`config.mk`:
```
export PLATFORM = sky130hd
export DESIGN_NAME = sobel_window_ctrl
export DESIGN_NICKNAME = d
export VERILOG_FILES = /design/src/rtl/sobel_window_ctrl.sv
export SDC_FILE = /design/constraint.sdc
export NUM_CORES = 1
export LEC_CHECK = 0
export CAP_MARGIN = 20
export CORE_ASPECT_RATIO = 0.8
export CORE_MARGIN = 1.5
export CORE_UTILIZATION = 45
export DETAILED_ROUTE_END_ITERATION = 10
export DONT_BUFFER_PORTS = 1
export GPL_TIMING_DRIVEN = 1
export SLEW_MARGIN = 10
export SYNTH_ARGS = -nofsm -noshare
export SYNTH_HDL_FRONTEND = slang
export SYNTH_SLANG_ARGS = --single-unit
```
`constraint.sdc`:
```
create_clock -name clock -period 2.5 [get_ports clock]
set_input_delay 0.625 -clock clock [delete_from_list [all_inputs] [get_ports clock]]
set_output_delay 0.625 -clock clock [all_outputs]
set_load 0.01 [all_outputs]
```
`src/rtl/sobel_window_ctrl.sv`:
```
// Scan sequencer for the 3x3 Sobel window: pixel/line/frame counting, window
// qualification, centre-coordinate reporting and line/frame completion pulses.
module sobel_window_ctrl #(
  parameter int ROW_SIZE = 180,
  parameter int NUM_ROWS = 120,
  parameter int COL_W    = 10,
  parameter int ROW_W    = 9
) (
  input  logic             clock,
  input  logic             reset,
  input  logic             frame_start,
  input  logic             pixel_valid,
  output logic [COL_W-1:0] col_addr,
  output logic [ROW_W-1:0] row_addr,
  output logic             shift_en,
  output logic             window_valid,
  output logic [COL_W-1:0] win_col,
  output logic [ROW_W-1:0] win_row,
  output logic             line_done,
  output logic             frame_done,
  output logic             busy,
  output logic             restart_err
);

  typedef enum logic [1:0] {IDLE, PRIME, RUN, DONE} state_t;
  state_t state;

  logic last_col, last_row, full_win;
  assign last_col = (col_addr == COL_W'(ROW_SIZE - 1));
  assign last_row = (row_addr == ROW_W'(NUM_ROWS - 1));
  // Columns 0/1 would pull taps wrapped from the previous line.
  assign full_win = (row_addr >= ROW_W'(2)) && (col_addr >= COL_W'(2));

  assign shift_en = pixel_valid && (state != IDLE);
  assign busy     = (state != IDLE);

  always_ff @(posedge clock) begin
    if (reset) begin
      state        <= IDLE;
      col_addr     <= '0;
      row_addr     <= '0;
      win_col      <= '0;
      win_row      <= '0;
      window_valid <= 1'b0;
      line_done    <= 1'b0;
      frame_done   <= 1'b0;
      restart_err  <= 1'b0;
    end else begin
      window_valid <= 1'b0;
      line_done    <= 1'b0;
      frame_done   <= 1'b0;
      restart_err  <= 1'b0;
      case (state)
        IDLE: begin
          if (frame_start) begin
            state    <= PRIME;
            col_addr <= '0;
            row_addr <= '0;
          end
        end
        DONE: state <= IDLE;
        default: begin
          if (frame_start) begin
            // Restart mid-frame: a coincident pixel is taken as (0,0).
            restart_err <= 1'b1;
            state       <= PRIME;
            row_addr    <= '0;
            col_addr    <= pixel_valid ? COL_W'(1) : '0;
          end else if (pixel_valid) begin
            window_valid <= full_win;
            if (full_win) begin
              win_col <= col_addr - COL_W'(1);
              win_row <= row_addr - ROW_W'(1);
            end
            if (last_col) begin
              line_done <= 1'b1;
              col_addr  <= '0;
              if (state == RUN && last_row) begin
                row_addr   <= '0;
                state      <= DONE;
                frame_done <= 1'b1;
              end else begin
                row_addr <= row_addr + ROW_W'(1);
                if (state == PRIME && row_addr == ROW_W'(1)) state <= RUN;
              end
            end else begin
              col_addr <= col_addr + COL_W'(1);
            end
          end
        end
      endcase
    end
  end

endmodule

```
==> implementation parameters, run 1 <==
Parameter                              Value

Worst setup path
  Worst Path Required ... 2.69 ns
  Critical Path Start Type ... register
  Critical Path Sink Type ... register
  Top fanout value on the critical path ... 6
  Worst EP arrival ... 2.34 ns
  CP Class ... register to register

Clock network
  Clock tree from TritonCTS ... yes
  Worst-Skew Late Latency ... 0.29 ns
  Count of hold-fix buffers inserted at cts ... 0
  Depth of the CTS H-tree ... 2
  CTS Root Buffer Type ... sky130_fd_sc_hd__clkbuf_8
  Clock transition at path regs ... 0.09 ns
  Clock sinks ... 44
  TritonCTS Buffers ... 5
  Max Root-Sink Buffers ... 2
  Post-CTS setup-driven buffer insertion count ... 0
  Gates resized, CTS repair ... 0

GRT
  Via count of the first global-routing pass ... 1,700
  Total congestion overflow ... 0
  Global-route wire length before repair ... 8.66 mm
  Overall global routing resource usage ... 18.3%
  Largest net degree at the start of global routing ... 37
  Number of antenna violations at the first check in global routing ... 0

Logic synthesis
  Number of flip-flops and latches in the synthesized netlist ... 44
  Avg Cell Area, Syn ... 8.77 sq um
  Flip-flop cell with the highest count after synthesis ... sky130_fd_sc_hd__dfxtp_1
  Warning count from the yosys run ... 0
  Number of unique standard cell types used by synthesis ... 51
  FFs w/ async S/R, synth ... 0%
  Cells after Synth ... 281
  Sequential element share of the synthesized area ... 35.8%
  Post-synth EDFFs ... 0
  Syn nets ... 296
  Post-Synthesis Cell Area ... 2460 sq um

Place
  Post-placement setup slack ... 0.395 ns
  Number of placed instances with taps included ... 327
  GP Congestion ... 0.797
  Port Buf Inserts ... 0
  Half-perimeter wire length after detailed placement ... 3.89 mm
  Placement-stage cell area ... 2440 sq um

Pwr
  Total power of the final layout ... 1.30 mW
  Areal power density over the cells ... 509 nW/um^2
  Static Leak ... 0.972 nW
  Peak supply drop ... 0.251 mV

STA
  Highest clock frequency the design can meet ... 0.467 GHz
  Setup WS post-layout ... 0.356 ns
  Shortest period the worst path allows ... 2.14 ns
  Final slew viol count ... 0
  Max-slew headroom at the worst pin ... 60.8%
  Setup repair after global routing missed its margin ... no
  Hold Worst Slack ... 0.381 ns
  Setup violation total in the final timing report ... 0
  Slew @ Worst Pin ... 0.587 ns
  Worst setup skew after layout ... 0.00334 ns
  Setup TNS ... 0 ns
  Final-report hold violation count ... 0
  Portion of the clock cycle consumed by the worst path in the final layout ... 85.7%

Drt
  Router iterations before antenna repair ... 4
  Post-detailed-route via-to-cell ratio ... 5.59
  Post-route ant nets ... 0
  Routed WL ... 5.39 mm
  Via count ... 1,871
  WL met2 ... 2.00 mm
  Initial detailed-routing violation count ... 113
  Topmost layer with routed signal wires ... met4
  DRC ... 0
  Sum of met3 wire segment lengths after detailed routing ... 378 microns
  Routed wirelength normalized by instance count ... 16.1 microns
  M1 WL ... 2.97 mm

Floorplanning
  Die boundary width ... 85.7 microns
  Die Area ... 5930 sq um
  I/O pin cnt ... 48
  Effective utilization at floorplan ... 47.8%
  Area of the core ... 5150 sq um
  Row Count ... 23
  Vertical extent of the die ... 69.2 microns

Layout
  Area growth from synthesis to final layout ... 3.45%
  Cell area after layout ... 2550 sq um
  Finished Core Util ... 49.5%
  Share of layout cells above drive strength 1 ... 9.89%
  Fin nets ... 287
  Ant. Diodes ... 0
  Post-Layout Cell Count ... 335

Run status
  Status ... complete, no violations

Worst hold path
  Min-delay worst type ... input port to register

Run
  Number of max-capacitance violations reported ... 0
## metal layers
layer / vias up / global-route usage (%)
met5: - / 0
met2: 50 / 24.0
met1: 833 / 28.3
met3: 4 / 6.19
met4: 0 / 4.30
li1: 984 / -
## flip-flops by register name, indices dropped and copies added, names as in the netlist
| register | count |
|---|---|
| restart_err | 1 |
| line_done | 1 |
| state | 2 |
| frame_done | 1 |
| win_row | 9 |
| window_valid | 1 |
| row_addr | 9 |
| win_col | 10 |
| col_addr | 10 |
## critical path: stages (launching register included)
cell and delay [ns]:
sky130_fd_sc_hd__dfxtp_1 0.36, sky130_fd_sc_hd__inv_1 0.09, sky130_fd_sc_hd__ha_1 0.24, sky130_fd_sc_hd__nand2b_1 0.24, sky130_fd_sc_hd__inv_1 0.19, sky130_fd_sc_hd__a41oi_1 0.23, sky130_fd_sc_hd__nor2_1 0.30, sky130_fd_sc_hd__o21ai_0 0.14
sky130_fd_sc_hd__a31o_2 0.25
## cells by family after synthesis
| kind of cell | count (synthesis) | synth area share (%) |
|---|---|---|
| and+or+nand+nor | 117 | 27.3 |
| AOI/OAI and AO/OA | 52 | 15.6 |
| DFF | 44 | 35.8 |
| buffers and inverters | 35 | 7.82 |
| xor gates and xnor gates | 20 | 7.11 |
| adders and majority gates | 11 | 5.59 |
| muxes | 2 | 0.813 |
## report_power, final
group          total (mW)  switching (mW)  internal [mW]  leakage, nW
sequential          0.705         0.00270          0.702        0.354
combinational      0.0477          0.0300         0.0177        0.563
clock               0.544           0.247          0.297       0.0552
## cell usage after synthesis, types with 3 or more instances
cell type                   n  share of area, %
sky130_fd_sc_hd__nand2b_1   3              0.76
sky130_fd_sc_hd__dfxtp_1   44                36
sky130_fd_sc_hd__a21oi_1   10               2.0
sky130_fd_sc_hd__nand3_1   11               2.2
sky130_fd_sc_hd__nand2_1   17               2.6
sky130_fd_sc_hd__clkbuf_1   4              0.61
sky130_fd_sc_hd__a211oi_1  14               4.3
sky130_fd_sc_hd__inv_1     15               2.3
sky130_fd_sc_hd__nor2_1    45               6.9
sky130_fd_sc_hd__nor4_1     4               1.0
sky130_fd_sc_hd__buf_4      4               1.2
sky130_fd_sc_hd__o21ai_0    4              0.81
sky130_fd_sc_hd__buf_2      6               1.2
sky130_fd_sc_hd__nor3_1     6               1.2
sky130_fd_sc_hd__nor4_4     3               2.6
sky130_fd_sc_hd__buf_6      5               2.3
sky130_fd_sc_hd__a31oi_1    4               1.0
sky130_fd_sc_hd__nand4_1    8               2.0
sky130_fd_sc_hd__and3_1     4               1.0
sky130_fd_sc_hd__ha_1      11               5.6
sky130_fd_sc_hd__a211oi_2   3               1.5
sky130_fd_sc_hd__xor2_1     7               2.5
sky130_fd_sc_hd__xnor2_1   13               4.6
## cell type report
cell class                 count  area, sq um
multi-input combinational    202         1400
tap                           62         77.6
fill                         506         2600
sequential                    44          881
clock inverter                 2         35.0
timing repair buffer           4         30.0
clock buffer                   6         72.6
inverter                      15         56.3
## worst paths after layout
check / start / to / slack, ns / depth (start not counted)
hold reg to reg: win_col[9] / win_col[9] / 0.54 / 2
setup reg to reg: state[0] / row_addr[4] / 0.36 / 8
hold / removal: reset / win_row[1] / 0.38 / 1
setup / recovery: state[0] / row_addr[4] / 0.36 / 8
## cells in the final DEF (no fill, tap or decap), types with 5 or more instances in the layout
cell type	Yosys	routed
sky130_fd_sc_hd__nor2_1	45	45
sky130_fd_sc_hd__dfxtp_1	44	44
sky130_fd_sc_hd__nand2_1	17	17
sky130_fd_sc_hd__inv_1	15	15
sky130_fd_sc_hd__a211oi_1	14	14
sky130_fd_sc_hd__xnor2_1	13	13
sky130_fd_sc_hd__nand3_1	11	11
sky130_fd_sc_hd__ha_1	11	11
sky130_fd_sc_hd__a21oi_1	10	10
sky130_fd_sc_hd__nand4_1	8	8
sky130_fd_sc_hd__xor2_1	7	7
sky130_fd_sc_hd__nor3_1	6	6
sky130_fd_sc_hd__clkbuf_8	0	5
Power figures use the tool's default switching activity.
==> run 2, diff against run 1 <==
--- a/config.mk
+++ b/config.mk
@@ -12,6 +12,7 @@
 export DETAILED_ROUTE_END_ITERATION = 10
 export DONT_BUFFER_PORTS = 1
 export GPL_TIMING_DRIVEN = 1
+export PLACE_DENSITY = 0.59
 export SLEW_MARGIN = 10
 export SYNTH_ARGS = -nofsm -noshare
 export SYNTH_HDL_FRONTEND = slang
==> run 2 against run 1 <==
Net effect: flip-flop and latch count is the same; utilization hardly changed; clock skew up 0.0056 ns; largest power group unchanged; final cell count rose by 0.30%; critical path type unchanged.
==> implementation parameters, run 2 (synthesis gave the netlist of run 1 again) <==
Parameter                              Value

Worst hold path
  Critical hold path startpoint ... reset
  Hold-critical path endpoint ... win_row[1]
  Min-delay worst type ... input port to register
  Cells on Worst Hold Path ... 1 (unchanged)

Layout
  Cell area after layout ... 2550 sq um (about the same)
  Area growth from synthesis to final layout ... 3.35% (about the same)
  Fin nets ... 288 (+0.35%)
  Count of filler cells inserted in the layout ... 504 (-0.40%)
  Share of layout cells above drive strength 1 ... 10.6% (+0.69 points)
  Post-Layout Cell Count ... 336 (+0.30%)
  Leading cell type in the layout, fill and taps excluded ... sky130_fd_sc_hd__nor2_1
  Most used cells in the layout excluding fill and tap cells ... sky130_fd_sc_hd__nor2_1 (45), sky130_fd_sc_hd__dfxtp_1 (44), sky130_fd_sc_hd__nand2_1 (17), sky130_fd_sc_hd__inv_1 (15), sky130_fd_sc_hd__a211oi_1 (14)
  Area occupied by multi-input gates ... 1400 sq um (unchanged)
  Area occupied by registers ... 881 sq um (unchanged)
  Largest registers ranked by flip-flop count ... col_addr: 10 flops, win_col: 10 flops
  Ant. Diodes ... 0 (unchanged)
  Finished Core Util ... 49.4% (about the same)

Place
  Port Buf Inserts ... 0 (unchanged)
  GP Congestion ... 0.822 (+3.1%)
  Post-placement setup slack ... 0.442 ns (+0.0477 ns)
  Number of placed instances with taps included ... 328 (+0.31%)
  Placement-stage cell area ... 2450 sq um (+0.31%)
  Half-perimeter wire length after detailed placement ... 3.97 mm (+2.1%)

Worst setup path
  Cell with the biggest individual delay on the critical path ... sky130_fd_sc_hd__dfxtp_1
  Worst path bufs/invs ... 2 (unchanged)
  Maximum cell stage delay along the critical path ... 0.37 ns (about the same)
  Worst Reg-to-Reg Cells ... 8 (unchanged)
  Crit-path most repeated cell ... sky130_fd_sc_hd__inv_1
  Internal reg-to-reg setup slack ... 0.38 ns (+0.03 ns)
  Top fanout value on the critical path ... 6 (unchanged)
  Cell family contributing the most delay on the critical path ... compound AO/OA/AOI/OAI gates
  Critical Path Start Type ... register
  Startpoint of the most critical register-to-register path ... state[0]
  Critical Path Sink Type ... register
  Cells along the critical path ... inv_1 > ha_1 > nand2b_1 > inv_1 > a41oi_1 > nor2_1 > o21ai_0 > a31o_2
  Worst Path Required ... 2.70 ns (about the same)
  CP Class ... register to register
  Worst EP arrival ... 2.31 ns (-0.03 ns)
  End of the worst register-to-register path ... row_addr[4]

Pwr
  Comb power frac ... 3.8% (about the same)
  Peak supply drop ... 0.237 mV (-5.5%)
  Clk pwr share ... 39.1% (-2.9 points)
  Reg power frac ... 57.1% (+2.7 points)
  Static Leak ... 0.966 nW (-0.68%)
  Net load switching power ... 0.292 mW (+4.3%)
  Sw frac ... 23.6% (+2.1 points)
  Total internal power ... 0.943 mW (-7.3%)
  Areal power density over the cells ... 485 nW/um^2 (-4.7%)

Run status
  Status ... complete, no violations

Floorplanning
  Die Area ... 5930 sq um (unchanged)
  Effective utilization at floorplan ... 47.8% (unchanged)
  Row Count ... 23 (unchanged)
  Area of the core ... 5150 sq um (unchanged)
  Vertical extent of the die ... 69.2 microns (unchanged)
  I/O pin cnt ... 48 (unchanged)
  Die boundary width ... 85.7 microns (unchanged)

Drt
  WL met2 ... 2.08 mm (+3.9%)
  Routed wirelength normalized by instance count ... 16.3 microns (+1.3%)
  Post-route ant nets ... 0 (unchanged)
  Sum of met3 wire segment lengths after detailed routing ... 347 microns (-8.2%)
  Initial detailed-routing violation count ... 116 (+2.7%)
  Post-detailed-route via-to-cell ratio ... 5.65 (+1.1%)
  DRC ... 0 (unchanged)
  Routed WL ... 5.48 mm (+1.6%)
  Topmost layer with routed signal wires ... met4
  Via count ... 1,898 (+1.4%)
  M1 WL ... 3.01 mm (+1.1%)
  Router iterations before antenna repair ... 4 (unchanged)

STA
  Slew @ Worst Pin ... 0.544 ns (-0.0431 ns)
  Max-slew headroom at the worst pin ... 63.7% (+2.9 points)
  Shortest period the worst path allows ... 2.12 ns (-0.0272 ns)
  Highest clock frequency the design can meet ... 0.473 GHz (+1.3%)
  Worst setup skew after layout ... 0.00897 ns (+0.00563 ns)
  Final-report hold violation count ... 0 (unchanged)
  Setup violation total in the final timing report ... 0 (unchanged)
  Setup TNS ... 0 ns (unchanged)
  Final slew viol count ... 0 (unchanged)
  Setup WS post-layout ... 0.384 ns (+0.0272 ns)
  Portion of the clock cycle consumed by the worst path in the final layout ... 84.7% (-1.1 points)
  Setup repair after global routing missed its margin ... no

Clock network
  TritonCTS Buffers ... 5 (unchanged)
  Worst-Skew Late Latency ... 0.30 ns (about the same)
  CTS Root Buffer Type ... sky130_fd_sc_hd__clkbuf_8
  Gates resized, CTS repair ... 0 (unchanged)
  Max Root-Sink Buffers ... 2 (unchanged)
  Clock sinks ... 44 (unchanged)
  Depth of the CTS H-tree ... 2 (unchanged)
  Clock transition at path regs ... 0.09 ns (about the same)
  Clock tree from TritonCTS ... yes
  Post-CTS setup-driven buffer insertion count ... 0 (unchanged)
  Count of hold-fix buffers inserted at cts ... 0 (unchanged)

Run
  Number of max-capacitance violations reported ... 0 (unchanged)

GRT
  Total congestion overflow ... 0 (unchanged)
  Global-route wire length before repair ... 9.04 mm (+4.4%)
  Largest net degree at the start of global routing ... 37 (unchanged)
  Via count of the first global-routing pass ... 1,703 (+0.18%)
  Number of antenna violations at the first check in global routing ... 0 (unchanged)
  Overall global routing resource usage ... 18.9% (+0.63 points)
==> run 2: changes by cell type in the layout (fill, tap and decap cells not counted) <==
cell	previous run	this run
sky130_fd_sc_hd__clkinvlp_4	0	2
sky130_fd_sc_hd__buf_4	4	5
sky130_fd_sc_hd__bufinv_16	1	0
sky130_fd_sc_hd__clkbuf_1	1	0
sky130_fd_sc_hd__clkbuf_8	5	6
sky130_fd_sc_hd__clkinv_2	1	0
==> run 2: area by class of cell <==
type	instances	area share [%]
multi-input combinational	202	54.8
sequential	44	34.6
clock buffer	6	3.24
tap	62	3.05
inverter	15	2.21
timing repair buffer	5	1.47
clock inverter	2	0.590
==> run 2: how the worst max path moves through the flow <==
stage / slack (ns) / from / cells past startpoint / endpoint
detailed placement: 0.44 / state[0] / 8 / row_addr[4]
global route: 0.13 / state[0] / 8 / row_addr[4]
floorplan: 0.66 / frame_start / 6 / row_addr[7]
CTS: 0.42 / state[0] / 8 / row_addr[4]
global placement: 0.43 / state[0] / 8 / row_addr[4]
finish: 0.38 / state[0] / 8 / row_addr[4]
==> run 2: per-layer routing <==
layer,vias up,global-route usage [%]
met2,60,23.7
met5,-,0
met4,0,4.30
li1,977,-
met3,4,5.95
met1,857,30.5
==> run 2: stage by stage <==
stage                     power, mW  hold slack, ns
after CTS                      1.24           0.371
final                          1.23           0.377
after global placement        0.767           0.525
after floorplan               0.764           0.518
after detailed placement      0.767           0.532
after global routing           1.29           0.360
==> run 2: power by group through the flow <==
stage	Sequential (mW)	Clock, mW	Combinational [mW]
floorplan	0.721	0	0.0432
global placement	0.721	0	0.0462
detailed placement	0.721	0	0.0461
CTS	0.705	0.492	0.0464
global route	0.705	0.528	0.0527
finish	0.705	0.483	0.0469
